File: config.mk
export PLATFORM = sky130hd
export DESIGN_NAME = wave_display
export DESIGN_NICKNAME = d
export VERILOG_FILES = /design/src/rtl/wave_display.sv
export SDC_FILE = /design/constraint.sdc
export NUM_CORES = 1
export LEC_CHECK = 0
export BUFFER_PORTS_ARGS = -buffer_cell sky130_fd_sc_hd__buf_2
export CAP_MARGIN = 20
export CORE_MARGIN = 4
export CORE_UTILIZATION = 25
export DETAILED_ROUTE_END_ITERATION = 7
export PLACE_DENSITY = 0.42
export SETUP_SLACK_MARGIN = 0.15
export SKIP_LAST_GASP = 1
export SLEW_MARGIN = 5
export SYNTH_ARGS = -nofsm -noshare
export SYNTH_HDL_FRONTEND = slang
export SYNTH_SLANG_ARGS = --single-unit
File: constraint.sdc
create_clock -name clk -period 7.5 [get_ports clk]
set_clock_uncertainty 0.1 [all_clocks]
set_input_delay 0.375 -clock clk [delete_from_list [all_inputs] [get_ports clk]]
set_output_delay 0.375 -clock clk [all_outputs]
set_load 0.02 [all_outputs]
File: src/rtl/wave_display.sv
// wave_display: reads captured samples from the dual-bank sample RAM and
// draws them as a connected trace on the VGA pixel stream. It also raises
// wave_display_idle while the raster is outside the trace rows, which tells
// the capture side when it may swap banks.
module wave_display #(
   parameter logic [10:0] X_START    = 11'd256,
   parameter logic [9:0]  Y_ROWS     = 10'd512,
   parameter logic [23:0] WAVE_COLOR = 24'hFFFFFF
) (
   input  logic        clk,
   input  logic        reset,
   input  logic [10:0] x,
   input  logic [9:0]  y,
   input  logic        valid,
   input  logic        read_index,
   output logic [8:0]  read_address,
   input  logic [7:0]  read_value,
   output logic        valid_pixel,
   output logic [7:0]  r,
   output logic [7:0]  g,
   output logic [7:0]  b,
   output logic        wave_display_idle
);

   logic       in_x;
   logic       in_y;
   logic [7:0] sample_index;
   logic       bank_q;

   logic       valid_s1;
   logic       in_x_s1;
   logic       in_y_s1;
   logic [7:0] index_s1;
   logic [7:0] level_s1;

   logic [7:0] disp;
   logic [7:0] disp_hold;
   logic [7:0] prev_disp;
   logic [7:0] last_index;
   logic [7:0] prev_sel;
   logic [7:0] lo_bound;
   logic [7:0] hi_bound;
   logic       new_index;
   logic       lit;

   // Stage 0: decode the raster position and form the RAM address. The
   // address is forced to zero while reset is held so the RAM port is quiet.
   always_comb begin
      in_x         = valid && (x >= X_START) && (x <= X_START + 11'd511);
      in_y         = (y < Y_ROWS);
      sample_index = 8'((x - X_START) >> 1);
      read_address = reset ? {bank_q, sample_index} : 9'd0;
   end

   // Idle flag follows the last visible row and holds through blanking;
   // the bank only reloads on cycles where the registered idle flag is set.
   always_ff @(posedge clk or negedge reset) begin
      if (!reset) begin
         wave_display_idle <= 1'b1;
         bank_q            <= 1'b0;
      end else begin
         if (valid) begin
            wave_display_idle <= !in_y;
         end
         if (wave_display_idle) begin
            bank_q <= read_index;
         end
      end
   end

   // Stage 1: carry position information alongside the RAM read latency.
   always_ff @(posedge clk or negedge reset) begin
      if (!reset) begin
         valid_s1 <= 1'b0;
         in_x_s1  <= 1'b0;
         in_y_s1  <= 1'b0;
         index_s1 <= 8'd0;
         level_s1 <= 8'd0;
      end else begin
         valid_s1 <= valid;
         in_x_s1  <= in_x;
         in_y_s1  <= in_y;
         index_s1 <= sample_index;
         level_s1 <= y[8:1];
      end
   end

   // Stage 1 combinational: pick the previous sample's level and decide
   // whether this pixel lies on the vertical segment joining the two samples.
   // Index 0 always refreshes the history so a row never joins to the last
   // sample of the row before, even straight after reset.
   always_comb begin
      disp      = 8'd255 - read_value;
      new_index = in_x_s1 && ((index_s1 != last_index) || (index_s1 == 8'd0));
      if (index_s1 == 8'd0) begin
         prev_sel = disp;
      end else if (index_s1 != last_index) begin
         prev_sel = disp_hold;
      end else begin
         prev_sel = prev_disp;
      end
      lo_bound = (prev_sel < disp) ? prev_sel : disp;
      hi_bound = (prev_sel < disp) ? disp : prev_sel;
      lit      = in_x_s1 && in_y_s1 && (level_s1 >= lo_bound) && (level_s1 <= hi_bound);
   end

   // Sample history: shift in a new level on the first column of each sample.
   always_ff @(posedge clk or negedge reset) begin
      if (!reset) begin
         prev_disp  <= 8'd0;
         disp_hold  <= 8'd0;
         last_index <= 8'd0;
      end else if (new_index) begin
         prev_disp  <= disp_hold;
         disp_hold  <= disp;
         last_index <= index_s1;
      end
   end

   // Stage 2: registered pixel outputs, black outside the visible area.
   always_ff @(posedge clk or negedge reset) begin
      if (!reset) begin
         valid_pixel <= 1'b0;
         r           <= 8'd0;
         g           <= 8'd0;
         b           <= 8'd0;
      end else begin
         valid_pixel <= valid_s1;
         if (valid_s1 && lit) begin
            {r, g, b} <= WAVE_COLOR;
         end else begin
            {r, g, b} <= 24'h0;
         end
      end
   end

endmodule
== Word-level counts from Yosys, hierarchy flattened ==
Index checks and enable logic that the tools add are counted.

* $lt $le $gt $ge: 6
* Eq/ne operators: 1
* $add $sub $neg: 2
* Reduce and logical (&&, ||, !) cells: 10
* Mux-type cells: 6

{| class="wikitable"
|+ Operators with widths
! operator !! number
|-
| 8-bit 2-to-1 mux || 5
|-
| 11-bit by 9-bit >= comparator with 1-bit output (second input constant) || 1
|-
| 11-bit by 10-bit <= comparator with 1-bit output (second input constant) || 1
|-
| 10-bit less-than comparator (second input constant) || 1
|-
| 9-bit 2-to-1 mux || 1
|-
| 9-bit subtractor (second input constant) || 1
|-
| 8-bit >= comparator || 1
|-
| 8-bit <= comparator || 1
|-
| 8-bit logical NOT || 1
|-
| 8-bit less-than comparator || 1
|-
| 8-bit != test || 1
|-
| 8-bit subtractor (first input constant) || 1
|-
| 1-bit logical AND || 7
|-
| 1-bit logical NOT || 1
|-
| 1-bit logical OR || 1
|}

* Output and inout port bits: 35
* Bits of input ports: 33
* Logic and storage cells: 37
* Bits in registers: 54

== Logic depth before layout (Yosys ltp) ==
Gate-level depths: netlist (run 1).

* Word-level depth: 10
* Mapped depth: 21
* Depth with buffers taken out: 20

== Worst setup path after synthesis (run 1) ==
No wires, ideal clock.

* Path type: reg-to-reg
* Start: reg index_s1[0]
* End: reg g[6]
* Slack: 3056 ps
* Setup time: 94 ps
* Cell stages (with the launch flop): 20
* Required time: 7306 ps
* Clock period less this slack: 4444 ps
* Buffers on the path: 1
* Data arrival time: 4250 ps
* Cell sequence: dfrtp_1 or4_1 nor2_4 buf_2 nor3_1 a221o_1 inv_1 ha_1 a211o_1 a21oi_1 inv_1 a31oi_1 mux2_2 ha_1 nor2b_1 o21ai_0 nand2b_1 a211oi_1 o21ai_0 a211oi_1

* Longest elaborated chain between the ends: 10
* Elaborated cells between the ends (all ways): 13
* Classes of those cells: order compare (3); eq/ne (1); mux (5); reduce/logical (4)

{| class="wikitable"
|+ Ends and longest elaborated chain
! item !! RTL line !! source
|-
| start: declaration || 33 || <nowiki>logic [7:0] index_s1;</nowiki>
|-
| start signal: assignment || 83 || <nowiki>index_s1 <= sample_index;</nowiki>
|-
| 8-bit != test || 97 || <nowiki>end else if (index_s1 != last_index) begin</nowiki>
|-
| 8-bit 2-to-1 mux || 97 ||
|-
| 8-bit 2-to-1 mux (*) || 95 || <nowiki>if (index_s1 == 8'd0) begin</nowiki>
|-
| 8-bit less-than comparator || 102, 103 ||
|-
| 8-bit 2-to-1 mux || 102 || <nowiki>lo_bound = (prev_sel < disp) ? prev_sel : disp;</nowiki>
|-
| 8-bit >= comparator || 104 || <nowiki>lit = in_x_s1 && in_y_s1 && (level_s1 >= lo_bound) && (level_s1 <= hi_bound);</nowiki>
|-
| 1-bit logical AND || 104 ||
|-
| 1-bit logical AND (*) || 104 ||
|-
| 1-bit logical AND (*) || 129 || <nowiki>if (valid_s1 && lit) begin</nowiki>
|-
| 8-bit 2-to-1 mux (*) || 129 ||
|-
| end signal: assignment || 125 || <nowiki>g <= 8'd0;</nowiki>
|-
| end signal: assignment || 130 || <nowiki>{r, g, b} <= WAVE_COLOR;</nowiki>
|-
| end signal: assignment || 132 || <nowiki>{r, g, b} <= 24'h0;</nowiki>
|-
| end: declaration || 20 || <nowiki>output logic [7:0] g,</nowiki>
|}

Every way passes the cells marked *; elsewhere a longest branch is shown, timed or not.
A chain may end at the register's enable or synchronous reset.

== Worst setup path after layout (run 1) ==
* Start: reg index_s1[4]
* End: reg g[6]

The elaborated chain is that of the path after synthesis.

==> results of run 1 <==
==> worst max-delay path: stages (launching register included) <==
cell and delay, ps:
sky130_fd_sc_hd__dfrtp_1 430, sky130_fd_sc_hd__or4_4 560, sky130_fd_sc_hd__nor2_4 520, sky130_fd_sc_hd__nor2_1 80, sky130_fd_sc_hd__a221o_1 380, sky130_fd_sc_hd__inv_1 70
sky130_fd_sc_hd__ha_1 250, sky130_fd_sc_hd__a21oi_1 150, sky130_fd_sc_hd__o21ai_0 140, sky130_fd_sc_hd__a21oi_1 200, sky130_fd_sc_hd__inv_1 90, sky130_fd_sc_hd__a31oi_2 800
sky130_fd_sc_hd__mux2_2 420, sky130_fd_sc_hd__ha_1 280, sky130_fd_sc_hd__nor2b_1 130, sky130_fd_sc_hd__o21ai_0 150, sky130_fd_sc_hd__nand2b_1 80, sky130_fd_sc_hd__a211oi_1 240
sky130_fd_sc_hd__o21ai_0 120, sky130_fd_sc_hd__a211oi_1 210
==> per-layer routing <==
metal  global-route usage  vias up
met2               0.1485       56
met5                    0        -
met1               0.1179      890
met3              0.02016        5
met4              0.02484        0
li1                     -      950
==> final timing paths <==
| kind | end | cells past startpoint | slack [ps] |
|---|---|---|---|
| min reg2reg | valid_pixel$_DFF_PN0_ | 0 | 290 |
| min | last_index[4]$_DFFE_PN0P_ | 2 | 70 |
| max in group asynchronous | level_s1[1]$_DFF_PN0_ | 2 | 6780 |
| max | g[6]$_DFF_PN0_ | 19 | 2000 |
| max reg2reg | g[6]$_DFF_PN0_ | 19 | 2000 |
| min in group clk | index_s1[4]$_DFF_PN0_ | 1 | 70 |
==> cells in the mapped netlist (3+ instances only) <==
library cell / n
sky130_fd_sc_hd__a21oi_1: 9
sky130_fd_sc_hd__a221o_1: 7
sky130_fd_sc_hd__and2_1: 8
sky130_fd_sc_hd__buf_2: 4
sky130_fd_sc_hd__buf_4: 23
sky130_fd_sc_hd__dfrtp_1: 46
sky130_fd_sc_hd__ha_1: 23
sky130_fd_sc_hd__inv_1: 12
sky130_fd_sc_hd__mux2_2: 22
sky130_fd_sc_hd__mux2_4: 10
sky130_fd_sc_hd__nand2_1: 11
sky130_fd_sc_hd__nand2b_1: 3
sky130_fd_sc_hd__nor2_1: 8
sky130_fd_sc_hd__nor3_1: 9
sky130_fd_sc_hd__o21ai_0: 15
sky130_fd_sc_hd__xor2_1: 8
==> placed cells by master, fill, tap and decap left out, types with 2 or more instances in the layout <==
cell type and n:
sky130_fd_sc_hd__dfrtp_1 46, sky130_fd_sc_hd__buf_4 2, sky130_fd_sc_hd__a211oi_1 2, sky130_fd_sc_hd__o21ai_0 15, sky130_fd_sc_hd__a21oi_1 9, sky130_fd_sc_hd__buf_2 65, sky130_fd_sc_hd__mux2_2 22, sky130_fd_sc_hd__nand2_1 11
sky130_fd_sc_hd__a221o_1 7, sky130_fd_sc_hd__a21o_1 2, sky130_fd_sc_hd__and2_1 8, sky130_fd_sc_hd__mux2_4 10, sky130_fd_sc_hd__nor2b_1 2, sky130_fd_sc_hd__a211o_1 2, sky130_fd_sc_hd__nor2_1 8, sky130_fd_sc_hd__nand4_1 2
sky130_fd_sc_hd__and3_1 2, sky130_fd_sc_hd__mux2i_1 2, sky130_fd_sc_hd__clkbuf_8 5, sky130_fd_sc_hd__xor2_1 8, sky130_fd_sc_hd__nand2b_1 3, sky130_fd_sc_hd__inv_1 12, sky130_fd_sc_hd__nor4_1 2, sky130_fd_sc_hd__ha_1 23
sky130_fd_sc_hd__nor3_1 9
==> metrics by stage <==
stage | instances | util | hold WS [ps]
after floorplan | 250 | - | -20.59
after global placement | 427 | 0.2852 | 275.5
after detailed placement | 427 | 0.2852 | 273.4
after CTS | 435 | 0.2941 | 56.80
after global routing | 435 | 0.2941 | 48.08
final | 435 | 0.2941 | 67.25
==> power groups by stage <==
| stage | clock [mW] | combinational (mW) | sequential (mW) |
|---|---|---|---|
| floorplan | 0 | 0.202 | 0.324 |
| global placement | 0 | 0.254 | 0.327 |
| detailed placement | 0 | 0.259 | 0.329 |
| CTS | 0.180 | 0.261 | 0.324 |
| global route | 0.190 | 0.294 | 0.330 |
| finish | 0.171 | 0.255 | 0.323 |
==> final cells by class <==
| cell class | count | share of cell area |
|---|---|---|
| Timing Repair Buffer | 67 | 0.1068 |
| Clock inverter | 3 | 0.008634 |
| Tap cell | 140 | 0.05495 |
| Multi-Input combinational cell | 161 | 0.4246 |
| Clock buffer | 5 | 0.02159 |
| Sequential cell | 47 | 0.3693 |
| Inverter | 12 | 0.01413 |
==> logic make-up after synthesis <==
| logic type | after synthesis |
|---|---|
| muxes | 34 |
| DFF | 47 |
| xor gates and xnor gates | 9 |
| and+or+nand+nor | 52 |
| AOI/OAI and AO/OA | 43 |
| buffers and inverters | 42 |
| adders and majority gates | 23 |
==> flip-flops by register name, indices dropped and copies added, names as in the netlist <==
name               flops
disp_hold              8
index_s1               8
last_index             8
level_s1               8
prev_disp              8
bank_q                 1
g                      1
in_x_s1                1
in_y_s1                1
valid_pixel            1
valid_s1               1
wave_display_idle      1
==> flow_metrics.tcl, run 1 <==
set metrics [dict create \
    critPathCaptureType "flip-flop" \
    postCtsSetupBuffers 0 \
    part_of_the_yosys_area_used_for_sequential_elements 0.4239 \
    grt_pass1_vias 1960 \
    routed_wire_length_per_instance_um 12.54 \
    wl_met2_mm 2.451 \
    synth_compound_gate_area_share 0.1009 \
    route.met3.wl_um 328 \
    report.power.total_mw 0.7491 \
    route.vias.total 1901 \
    crit_start "index_s1[4]$_DFF_PN0_" \
    synth-edff-count 0 \
    synthCells 250 \
    maxUsedRoutingLayer "met4" \
    wire_length_of_the_first_global_routing_pass_mm 9.301 \
    final_cell_area_um2 3188 \
    timing.max_cap.violations 0 \
    tritoncts.num_buffers 5 \
    grt_antenna_before_repair 0 \
    tritoncts "built" \
    rows 38 \
    final-max-slew-violation-count 0 \
    final_nets 350 \
    number_of_clock_sinks 47 \
    muxShareOfSynthArea 0.1505 \
    wl_met1_mm 2.629 \
    vdd.ir_drop.worst_uv 76.77 \
    power.share.combinational 0.340 \
    routed_wirelength_mm 5.453 \
    post-route-drc-count 0 \
    asr_flop_ratio_synth 1.000 \
    setup-tns-final_ps 0 \
    cts.root.buffer_cell "sky130_fd_sc_hd__clkbuf_8" \
    top_level_ports 68 \
    grt_start_max_net_pins 57 \
    synthXorXnorAreaFrac 0.02838 \
    seq_power_share 0.432 \
    finalSetupViolations 0 \
    die_height_um 113.4 \
    insertion_delay_ps 310 \
    slew_headroom 0.3173 \
    multi_input_comb_area_um2 1354 \
    vias_per_cell 4.370 \
    post_route_cells_drive_above_1_share 0.3831 \
    p_clk_frac 0.228 \
    status "complete, no violations" \
    syn_area_per_cell_um2 11.11 \
    overall_routing_resource_usage 0.08958 \
    clk_pin_slew_ps 110 \
    ys_top_cells_by_area "sky130_fd_sc_hd__dfrtp_1 41%, sky130_fd_sc_hd__ha_1 10%, sky130_fd_sc_hd__mux2_2 8.9%" \
    yosys_warnings 0 \
    detail_route.iter0.violations 46 \
    critical_path.max_fanout 27 \
    maximum_frequency_from_static_timing_analysis_mhz 181.8 \
    diode_count 0 \
    power.net_switching_mw 0.2458 \
    worstMarginPinSlew_ps 1021 \
    power.leakage_nw 1.614 \
    post-route-min-period_ps 5500 \
    gp_congestion 0.6781 \
    die_w_um 113.4 \
    postSynth.topFlopCell "sky130_fd_sc_hd__dfrtp_1" \
    syn_area_um2 2778 \
    floorplan.core_area_um2 10840 \
    synth.distinct_cells 38 \
    worst-endpoint-required_ps 7620 \
    power.internal_mw 0.5033 \
    switching_share 0.3282 \
    synthesis.nets 306 \
    synthAdderAreaFrac 0.1036 \
    placement.setup.worst_slack_ps 1977 \
    synth_area_leader_cell "sky130_fd_sc_hd__dfrtp_1" \
    critical_path_arrival_ps 5620 \
    die-area_um2 12860 \
    synth_simple_gate_area_share 0.1005 \
    synth_top_family_by_area "multiplexers" \
    postCtsResizedCells 0 \
    synth_largest_type_area_fraction 0.4144 \
    grt_overflow 0 \
    cts.hold.buffers_added 0 \
    h_tree_depth 2 \
    clock_tree.buffer_depth 2 \
    area_growth_pct 14.77 \
    min_path_type "input port to async pin" \
    cellPowerDensity_nw_per_um2 235.0 \
    place_hpwl_mm 4.035 \
    sequential_cell_area_um2 1177 \
    timing.critical_path.from_type "flip-flop" \
    layout_filler_cell_count 1164 \
    timing_hold_violations_final 0 \
    synth.ff_latch_count 47 \
    detailed_place.area_um2 3092 \
    port_buffer_count 65 \
    worst-setup-path-type "flip-flop to flip-flop" \
    grt_setup_unrepaired "no" \
    drt.antenna.violating_nets 0 \
    postLayoutSetupSlackWorst_ps 2000 \
    starting_density_of_the_core 0.2562 \
    drt-pass1-iter-count 4 \
    min_period_over_period 0.7334 \
    timing.rr.start "index_s1[4]$_DFF_PN0_" \
]
No activity file was read; power rests on OpenSTA's default activity.
==> inputs of run 2 (changes only) <==
Clock period 7.5 ns to 5.3 ns, I/O delays scaled along.
==> run 2 against run 1 <==
Clock-buffer cell count increased by 1. Sequential power increased by 42%. Largest power group unchanged. Setup slack got worse by 1400 ps. Sequential share of layout area decreased by 2.2 points. Largest cell class unchanged. Combinational power increased by 46%. Highest routed layer unchanged. Critical path type unchanged.
==> flow_metrics.tcl, run 2 (synthesized netlist as in run 1, its figures left out) <==
set metrics [dict create \
    critical_path.max_fanout 20 \
    worst-setup-path-type "flip-flop to flip-flop" \
    post-route-min-period_ps 4730 \
    timing.rr.start "index_s1[0]$_DFF_PN0_" \
    gp_congestion 0.6658 \
    drt-pass1-iter-count 4 \
    timing_hold_violations_final 0 \
    timing.critical_path.cells "or4_1, nor2_4, nor2_1, a221o_1, inv_1, ha_1, a21oi_1, o21ai_0, a21oi_1, inv_1, a31oi_2, buf_4, mux2_2, ha_1, o21ai_0, nand2b_1, a211oi_1, o21ai_0, a211oi_1" \
    hold_depth 2 \
    status "complete, no violations" \
    mostFrequentLayoutCell "sky130_fd_sc_hd__buf_2" \
    grt_pass1_vias 2021 \
    worstMarginPinSlew_ps 675.8 \
    clock_tree.buffer_depth 2 \
    placement.setup.worst_slack_ps 520.0 \
    postCtsSetupBuffers 0 \
    cellPowerDensity_nw_per_um2 312.6 \
    grt_overflow 0 \
    min-delay-start "x[8]" \
    grt_antenna_before_repair 0 \
    routed_wire_length_per_instance_um 12.24 \
    tritoncts "built" \
    finalSetupViolations 0 \
    worst-endpoint-required_ps 5420 \
    drt.antenna.violating_nets 0 \
    timing.critical_path.from_type "flip-flop" \
    worstPathBufferInverterCount 3 \
    p_clk_frac 0.215 \
    critPathTopFamily "compound AO/OA/AOI/OAI gates" \
    maximum_frequency_from_static_timing_analysis_mhz 211.4 \
    worst_path_max_delay_cell "sky130_fd_sc_hd__or4_1" \
    route.vias.total 1978 \
    vdd.ir_drop.worst_uv 107.3 \
    clk_pin_slew_ps 100 \
    post_route_cells_drive_above_1_share 0.3639 \
    r2r-end "g[6]$_DFF_PN0_" \
    port_buffer_count 65 \
    final_cell_area_um2 3390 \
    floorplan.core_area_um2 10840 \
    crit_top_cell "sky130_fd_sc_hd__o21ai_0" \
    critPathCaptureType "flip-flop" \
    min_path_type "input port to flip-flop" \
    critical_path_s_largest_stage_delay_ps 580 \
    grt_setup_unrepaired "no" \
    place_hpwl_mm 4.076 \
    critical_path_arrival_ps 4850 \
    seq_power_share 0.433 \
    diode_count 0 \
    die_w_um 113.4 \
    wire_length_of_the_first_global_routing_pass_mm 9.487 \
    area_growth_pct 22.03 \
    postLayoutSetupSlackWorst_ps 569.8 \
    min_period_over_period 0.8925 \
    setup-tns-final_ps 0 \
    vias_per_cell 4.338 \
    reg2regPathDepth 19 \
    die_height_um 113.4 \
    power.leakage_nw 1.703 \
    detail_route.iter0.violations 69 \
    starting_density_of_the_core 0.2562 \
    overall_routing_resource_usage 0.09203 \
    top_level_ports 68 \
    tritoncts.num_buffers 5 \
    slew_headroom 0.5494 \
    post-route-util 0.3127 \
    h_tree_depth 2 \
    insertion_delay_ps 310 \
    power.share.combinational 0.352 \
    timing.max_cap.violations 0 \
    final_nets 371 \
    grt_start_max_net_pins 57 \
    final-max-slew-violation-count 0 \
    number_of_clock_sinks 47 \
    routed_wirelength_mm 5.580 \
    detailed_place.area_um2 3107 \
    worst-r2r-setup-slack_ps 570 \
    die-area_um2 12860 \
    cts.root.buffer_cell "sky130_fd_sc_hd__clkbuf_8" \
    post-route-drc-count 0 \
    final_cell_mix "65 x sky130_fd_sc_hd__buf_2, 46 x sky130_fd_sc_hd__dfrtp_1, 23 x sky130_fd_sc_hd__ha_1" \
    power.internal_mw 0.7196 \
    whs_endpoint "index_s1[7]$_DFF_PN0_" \
    power.net_switching_mw 0.3400 \
    rows 38 \
    switching_share 0.3209 \
]
## run 2: power groups by stage
stage	logic (mW)	clock network [mW]	registers (mW)
after global placement	0.361	0	0.464
after global routing	0.428	0.257	0.467
after floorplan	0.286	0	0.458
after detailed placement	0.369	0	0.466
after CTS	0.380	0.242	0.459
final	0.373	0.228	0.459
## run 2: layout make-up
class | count | area (µm²)
fill | 1131 | 7451
multi-input combinational | 161 | 1356
sequential | 47 | 1177
timing repair buffer | 88 | 545.5
tap | 140 | 175.2
clock buffer | 6 | 72.57
inverter | 12 | 45.04
clock inverter | 2 | 17.52
## run 2: per-layer routing
metal,share of wire,global-route usage
met1,0.48,0.1205
met2,0.45,0.1513
met3,0.058,0.02122
met4,0.013,0.02885
met5,0,0
## run 2: through the flow
step                hold WS [ps]  cells  total power, mW
finish                     31.88    456            1.060
global route               16.82    456            1.152
CTS                        16.26    456            1.082
detailed placement         274.4    429           0.8348
global placement           275.0    429           0.8245
floorplan                 -130.6    250           0.7442
## run 2: timing repair
item,4_1_cts,5_1_grt
hold endpoints to repair,21,0
resized for setup,0,1
hold buffers,19,0
setup endpoints to repair,0,1
## run 2: worst max-delay path by stage
stage	from	endpoint	slack, ps	cells past startpoint
floorplan	index_s1[0]$_DFF_PN0_	g[6]$_DFF_PN0_	860	19
global placement	index_s1[0]$_DFF_PN0_	g[6]$_DFF_PN0_	590	19
detailed placement	index_s1[0]$_DFF_PN0_	g[6]$_DFF_PN0_	520	19
CTS	index_s1[0]$_DFF_PN0_	g[6]$_DFF_PN0_	490	19
global route	index_s1[0]$_DFF_PN0_	g[6]$_DFF_PN0_	160	19
finish	index_s1[0]$_DFF_PN0_	g[6]$_DFF_PN0_	570	19
